`src/rtl/alu_arbiter_pkg.sv`:
```
// Shared constants for the two-port ALU arbiter: widths, opcodes, FSM encoding.
package alu_arbiter_pkg;

    localparam int DATA_W = 8;
    localparam int SEL_W  = 3;

    localparam logic [SEL_W-1:0] OP_FWD = 3'b000;
    localparam logic [SEL_W-1:0] OP_ADD = 3'b001;
    localparam logic [SEL_W-1:0] OP_AND = 3'b010;
    localparam logic [SEL_W-1:0] OP_OR  = 3'b011;

    typedef enum logic [1:0] {
        ST_IDLE = 2'd0,
        ST_EXEC = 2'd1,
        ST_RESP = 2'd2
    } state_e;

    // Anything above OP_OR is accepted but answered with an error, never executed.
    function automatic logic op_is_legal(input logic [SEL_W-1:0] op);
        return op <= OP_OR;
    endfunction

endpackage

```
`src/rtl/alu_arbiter_rr_arb2.sv`:
```
// Two-requester round-robin grant; the last-grant pointer moves only when a grant is issued.
module rr_arb2 (
    input  logic       clk_i,
    input  logic       rst_ni,
    input  logic [1:0] req_i,
    input  logic       en_i,
    output logic [1:0] gnt_o,
    output logic       gnt_id_o
);

    logic last_q;

    always_comb begin
        gnt_o = 2'b00;
        if (en_i) begin
            if (req_i == 2'b11) gnt_o = last_q ? 2'b01 : 2'b10;
            else                gnt_o = req_i;
        end
    end

    assign gnt_id_o = gnt_o[1];

    // Reset points at port 1 so port 0 wins the first tie.
    always_ff @(posedge clk_i or negedge rst_ni) begin
        if (!rst_ni)     last_q <= 1'b1;
        else if (|gnt_o) last_q <= gnt_o[1];
    end

endmodule

```
`src/rtl/alu_arbiter.sv`:
```
// Shares one external combinational ALU between two request/response ports (IDLE -> EXEC -> RESP).
module alu_arbiter #(
    parameter int DATA_W = alu_arbiter_pkg::DATA_W,
    parameter int SEL_W  = alu_arbiter_pkg::SEL_W
) (
    input  logic              clk_i,
    input  logic              rst_ni,
    input  logic              req0_valid_i,
    output logic              req0_ready_o,
    input  logic [SEL_W-1:0]  req0_op_i,
    input  logic [DATA_W-1:0] req0_a_i,
    input  logic [DATA_W-1:0] req0_b_i,
    input  logic              req1_valid_i,
    output logic              req1_ready_o,
    input  logic [SEL_W-1:0]  req1_op_i,
    input  logic [DATA_W-1:0] req1_a_i,
    input  logic [DATA_W-1:0] req1_b_i,
    output logic              rsp0_valid_o,
    input  logic              rsp0_ready_i,
    output logic              rsp1_valid_o,
    input  logic              rsp1_ready_i,
    output logic [DATA_W-1:0] rsp_data_o,
    output logic              rsp_err_o,
    output logic [DATA_W-1:0] alu_data1_o,
    output logic [DATA_W-1:0] alu_data2_o,
    output logic [SEL_W-1:0]  alu_select_o,
    input  logic [DATA_W-1:0] alu_result_i
);

    import alu_arbiter_pkg::*;

    state_e            state_q, state_d;
    logic [1:0]        gnt;
    logic              gnt_id;
    logic              acc_en;
    logic              gnt_q;
    logic              err_q;
    logic [SEL_W-1:0]  acc_op;
    logic [DATA_W-1:0] acc_a, acc_b;
    logic              rsp_take;
    logic [DATA_W-1:0] alu_d1_q, alu_d2_q, rsp_data_q;
    logic [SEL_W-1:0]  alu_sel_q;
    logic              rsp_err_q;

    // Grants are masked while reset is held so READY stays low immediately.
    assign acc_en = (state_q == ST_IDLE) && rst_ni;

    rr_arb2 u_arb (
        .clk_i    (clk_i),
        .rst_ni   (rst_ni),
        .req_i    ({req1_valid_i, req0_valid_i}),
        .en_i     (acc_en),
        .gnt_o    (gnt),
        .gnt_id_o (gnt_id)
    );

    assign acc_op   = gnt_id ? req1_op_i : req0_op_i;
    assign acc_a    = gnt_id ? req1_a_i  : req0_a_i;
    assign acc_b    = gnt_id ? req1_b_i  : req0_b_i;
    assign rsp_take = gnt_q  ? rsp1_ready_i : rsp0_ready_i;

    always_ff @(posedge clk_i or negedge rst_ni) begin
        if (!rst_ni) state_q <= ST_IDLE;
        else         state_q <= state_d;
    end

    always_comb begin
        state_d      = state_q;
        req0_ready_o = gnt[0];
        req1_ready_o = gnt[1];
        rsp0_valid_o = 1'b0;
        rsp1_valid_o = 1'b0;
        unique case (state_q)
            ST_IDLE: if (|gnt) state_d = ST_EXEC;
            ST_EXEC: state_d = ST_RESP;
            ST_RESP: begin
                rsp0_valid_o = !gnt_q;
                rsp1_valid_o = gnt_q;
                if (rsp_take) state_d = ST_IDLE;
            end
            default: state_d = ST_IDLE;
        endcase
    end

    // ALU operand registers double as the request capture; illegal ops leave
    // the operands untouched and park the select at OP_FWD.
    always_ff @(posedge clk_i or negedge rst_ni) begin
        if (!rst_ni) begin
            gnt_q      <= 1'b0;
            err_q      <= 1'b0;
            alu_d1_q   <= '0;
            alu_d2_q   <= '0;
            alu_sel_q  <= OP_FWD;
            rsp_data_q <= '0;
            rsp_err_q  <= 1'b0;
        end else begin
            if (|gnt) begin
                gnt_q <= gnt_id;
                err_q <= !op_is_legal(acc_op);
                if (op_is_legal(acc_op)) begin
                    alu_d1_q  <= acc_a;
                    alu_d2_q  <= acc_b;
                    alu_sel_q <= acc_op;
                end else begin
                    alu_sel_q <= OP_FWD;
                end
            end
            if (state_q == ST_EXEC) begin
                rsp_data_q <= err_q ? '0 : alu_result_i;
                rsp_err_q  <= err_q;
            end
        end
    end

    assign alu_data1_o  = alu_d1_q;
    assign alu_data2_o  = alu_d2_q;
    assign alu_select_o = alu_sel_q;
    assign rsp_data_o   = rsp_data_q;
    assign rsp_err_o    = rsp_err_q;

endmodule

```
`config.mk`:
```
export PLATFORM = sky130hd
export DESIGN_NAME = alu_arbiter
export DESIGN_NICKNAME = d
export VERILOG_FILES = /design/src/rtl/alu_arbiter_pkg.sv /design/src/rtl/alu_arbiter_rr_arb2.sv /design/src/rtl/alu_arbiter.sv
export SDC_FILE = /design/constraint.sdc
export NUM_CORES = 1
export LEC_CHECK = 0
export ABC_AREA = 1
export BUFFER_PORTS_ARGS = -buffer_cell sky130_fd_sc_hd__buf_4
export CORE_MARGIN = 4
export CORE_UTILIZATION = 46
export DETAILED_ROUTE_END_ITERATION = 8
export GPL_TIMING_DRIVEN = 1
export PLACE_DENSITY = 0.8
export SYNTH_ARGS = -nofsm -noshare
export SYNTH_HDL_FRONTEND = slang
export SYNTH_SLANG_ARGS = --single-unit
```
`constraint.sdc`:
```
create_clock -name clk_i -period 1.9 [get_ports clk_i]
set_input_delay 0.285 -clock clk_i [delete_from_list [all_inputs] [get_ports clk_i]]
set_output_delay 0.285 -clock clk_i [all_outputs]
set_load 0.01 [all_outputs]
```
==> qor.csv <==
metric;value;unit
cts.path.max_buffers;2;
cts_sinks;33;
clock.fmax;549;MHz
pin_count;84;
worst_clock_skew;0.00741;ns
min_from;alu_result_i[0];
area_growth;44.0;%
slew_viol_final;0;
place_hpwl;3410;um
h-tree-depth;2;
peakVddDrop;0.642;mV
worstPathMaxFanout;15;
period_needed;1.82;ns
reg2reg_depth;6;
die_area;4760;um^2
p_per_area;1380;nW/um^2
final_common_cell;buf_4;
die_h;69;um
switching_share;0.358;
drt_pass1_iterations;5;
vias;1668;
avgSynthCellArea;8.64;um^2
finalSetupViolCount;0;
drive_above_1_share;0.411;
path_clk_slew;0.06;ns
fin_nets;336;
seq_power_share;0.370;
drtAntennaViolNets;0;
synthFlopType;dfrtp_1;
place_area;2320;um^2
r2r_start;state_q[0]$_DFFE_PN0P_;
grt_usage;0.194;
cp-end-kind;primary output;
start_util;0.494;
post_synth_num_cell_types;26;
routedWlPerCell;13.9;um
yosysWarnings;0;
syn-cell-area;1710;um^2
routed_via_density;5.04;
io_buffers;83;
hold_viol;0;
worstHoldPathType;in2reg;
num_rows;21;
async_flop_share;1.00;
whs_path_depth;2;
fin_crit_sh;0.959;
core_area;3470;um^2
antenna_found_initial;0;
worstPathArrival;1.54;ns
drt_wl_total;4590;um
clk_latency;0.28;ns
postLayoutCellArea;2460;um^2
start_kind;input port;
tightest_slew;0.378;ns
ys_ff_latch;33;
synth_edf_count;0;
grt_max_degree;22;
tritoncts;done;
max-cap-violations;0;
slew_headroom;0.748;
r2r_slack;0.31;ns
grt_pass1_wl;7520;um
synth-seq-area-share;0.483;
drc;0;
clock-root-buffer;clkbuf_8;
grt_pass1_vias;1624;
comb_power_share;0.432;
numCtsBuffers;5;
dieWidth;69;um
total_power;3.39;mW
drt-initial-drc-count;94;
outcome;finished, final reports clean;
worstSetupPathType;in2out;
synthCells;198;
p_leak;1.33;nW
synth_nets;250;
diodes;0;
p_switching;1.21;mW
gp_congestion;0.789;
clockPowerShare;0.198;
internal_power;2.18;mW
grt_overflow;0;
cp.required;1.62;ns
reg2reg_to;err_q$_DFFE_PN0P_;
final_cell_mix;buf_4 (86), nand2_1 (68), dfrtp_1 (32);
hold_ws;0.222;ns
worstHoldEndpoint;rsp_data_o[0]$_DFFE_PN0N_;
worst max-delay path by stage:
stage                                   startpoint                          to  slack, ns  depth (start not counted)
after floorplan           u_arb.last_q$_DFFE_PN1P_  alu_data1_o[6]$_DFFE_PN0P_       0.48                         10
after global placement      state_q[0]$_DFFE_PN0P_  alu_data1_o[2]$_DFFE_PN0P_       0.27                          7
after detailed placement    state_q[0]$_DFFE_PN0P_  alu_data1_o[2]$_DFFE_PN0P_       0.21                          7
after CTS                                   rst_ni                req0_ready_o       0.03                          6
after global routing                        rst_ni                req0_ready_o    -0.0007                          6
final                                       rst_ni                req0_ready_o       0.08                          6
cell type report:
cell class,instances,area [um^2]
Clock buffer,7,86.3
Tap cell,46,57.6
Clock inverter,1,30.0
Sequential cell,33,827
Fill cell,315,1000
Inverter,9,33.8
Timing Repair Buffer,88,667
Multi-Input combinational cell,147,763
logic make-up (layout without fill, tap and decap cells):
group / count (synthesis) / count (layout) / synth area share
AOI/OAI and AO/OA: 32 / 32 / 0.124
buffers and inverters: 19 / 105 / 0.0775
DFF: 33 / 33 / 0.483
and+or+nand+nor: 114 / 115 / 0.316
critical path: stages:
cell,delay [ns]
buf_4,0.10
dlygate4sd3_1,0.57
buf_6,0.18
nand4_1,0.17
inv_2,0.11
buf_4,0.12
cells in the mapped netlist (2+ instances only):
cell type,instances,area (um^2)
buf_6,4,45.0
buf_2,3,15.0
dfrtp_1,32,801
o21ai_1,3,15.0
nand2_2,11,68.8
nor2_1,7,26.3
a22o_1,8,70.1
nand4_1,2,12.5
nand2_4,2,22.5
inv_1,8,30.0
nand2_1,68,255
nand3_1,20,100
o21ai_0,17,85.1
metal layers:
| metal | global-route usage | vias up | share of wire |
|---|---|---|---|
| met5 | 0 | - | 0 |
| met4 | 0.0607 | 0 | 0.012 |
| met3 | 0.0799 | 4 | 0.075 |
| met2 | 0.309 | 59 | 0.50 |
| met1 | 0.239 | 783 | 0.42 |
| li1 | - | 822 | - |
metrics by stage:
stage                     utilization  std cells  setup WS (ns)   TNS (ns)
after floorplan                     -        198          0.483          0
after global placement          0.670        321          0.267          0
after detailed placement        0.670        321          0.213          0
after CTS                       0.706        330         0.0267          0
after global routing            0.711        331      -0.000725  -0.000725
final                           0.711        331         0.0785          0
flip-flops by register name (all words and copies together), names as in the netlist:
name          count
gnt_q             1
rsp_data_o        8
u_arb.last_q      1
rsp_err_o         1
alu_data1_o       8
err_q             1
state_q           2
alu_data2_o       8
alu_select_o      3
power by group through the flow:
stage	sequential, mW	combinational (mW)	clock [mW]
after detailed placement	1.25	1.47	0
after global routing	1.29	1.61	0.723
after floorplan	1.37	0.670	0
after global placement	1.25	1.43	0
final	1.25	1.47	0.671
after CTS	1.25	1.47	0.682
timing repair:
item / in CTS / in global routing
hold endpoints to repair: 11 / 0
buffers inserted: 0 / 0
endpoints found under the setup margin: 0 / 2
hold buffers: 1 / 0
resized for setup: 0 / 2
(Power assumes the default switching activity.)
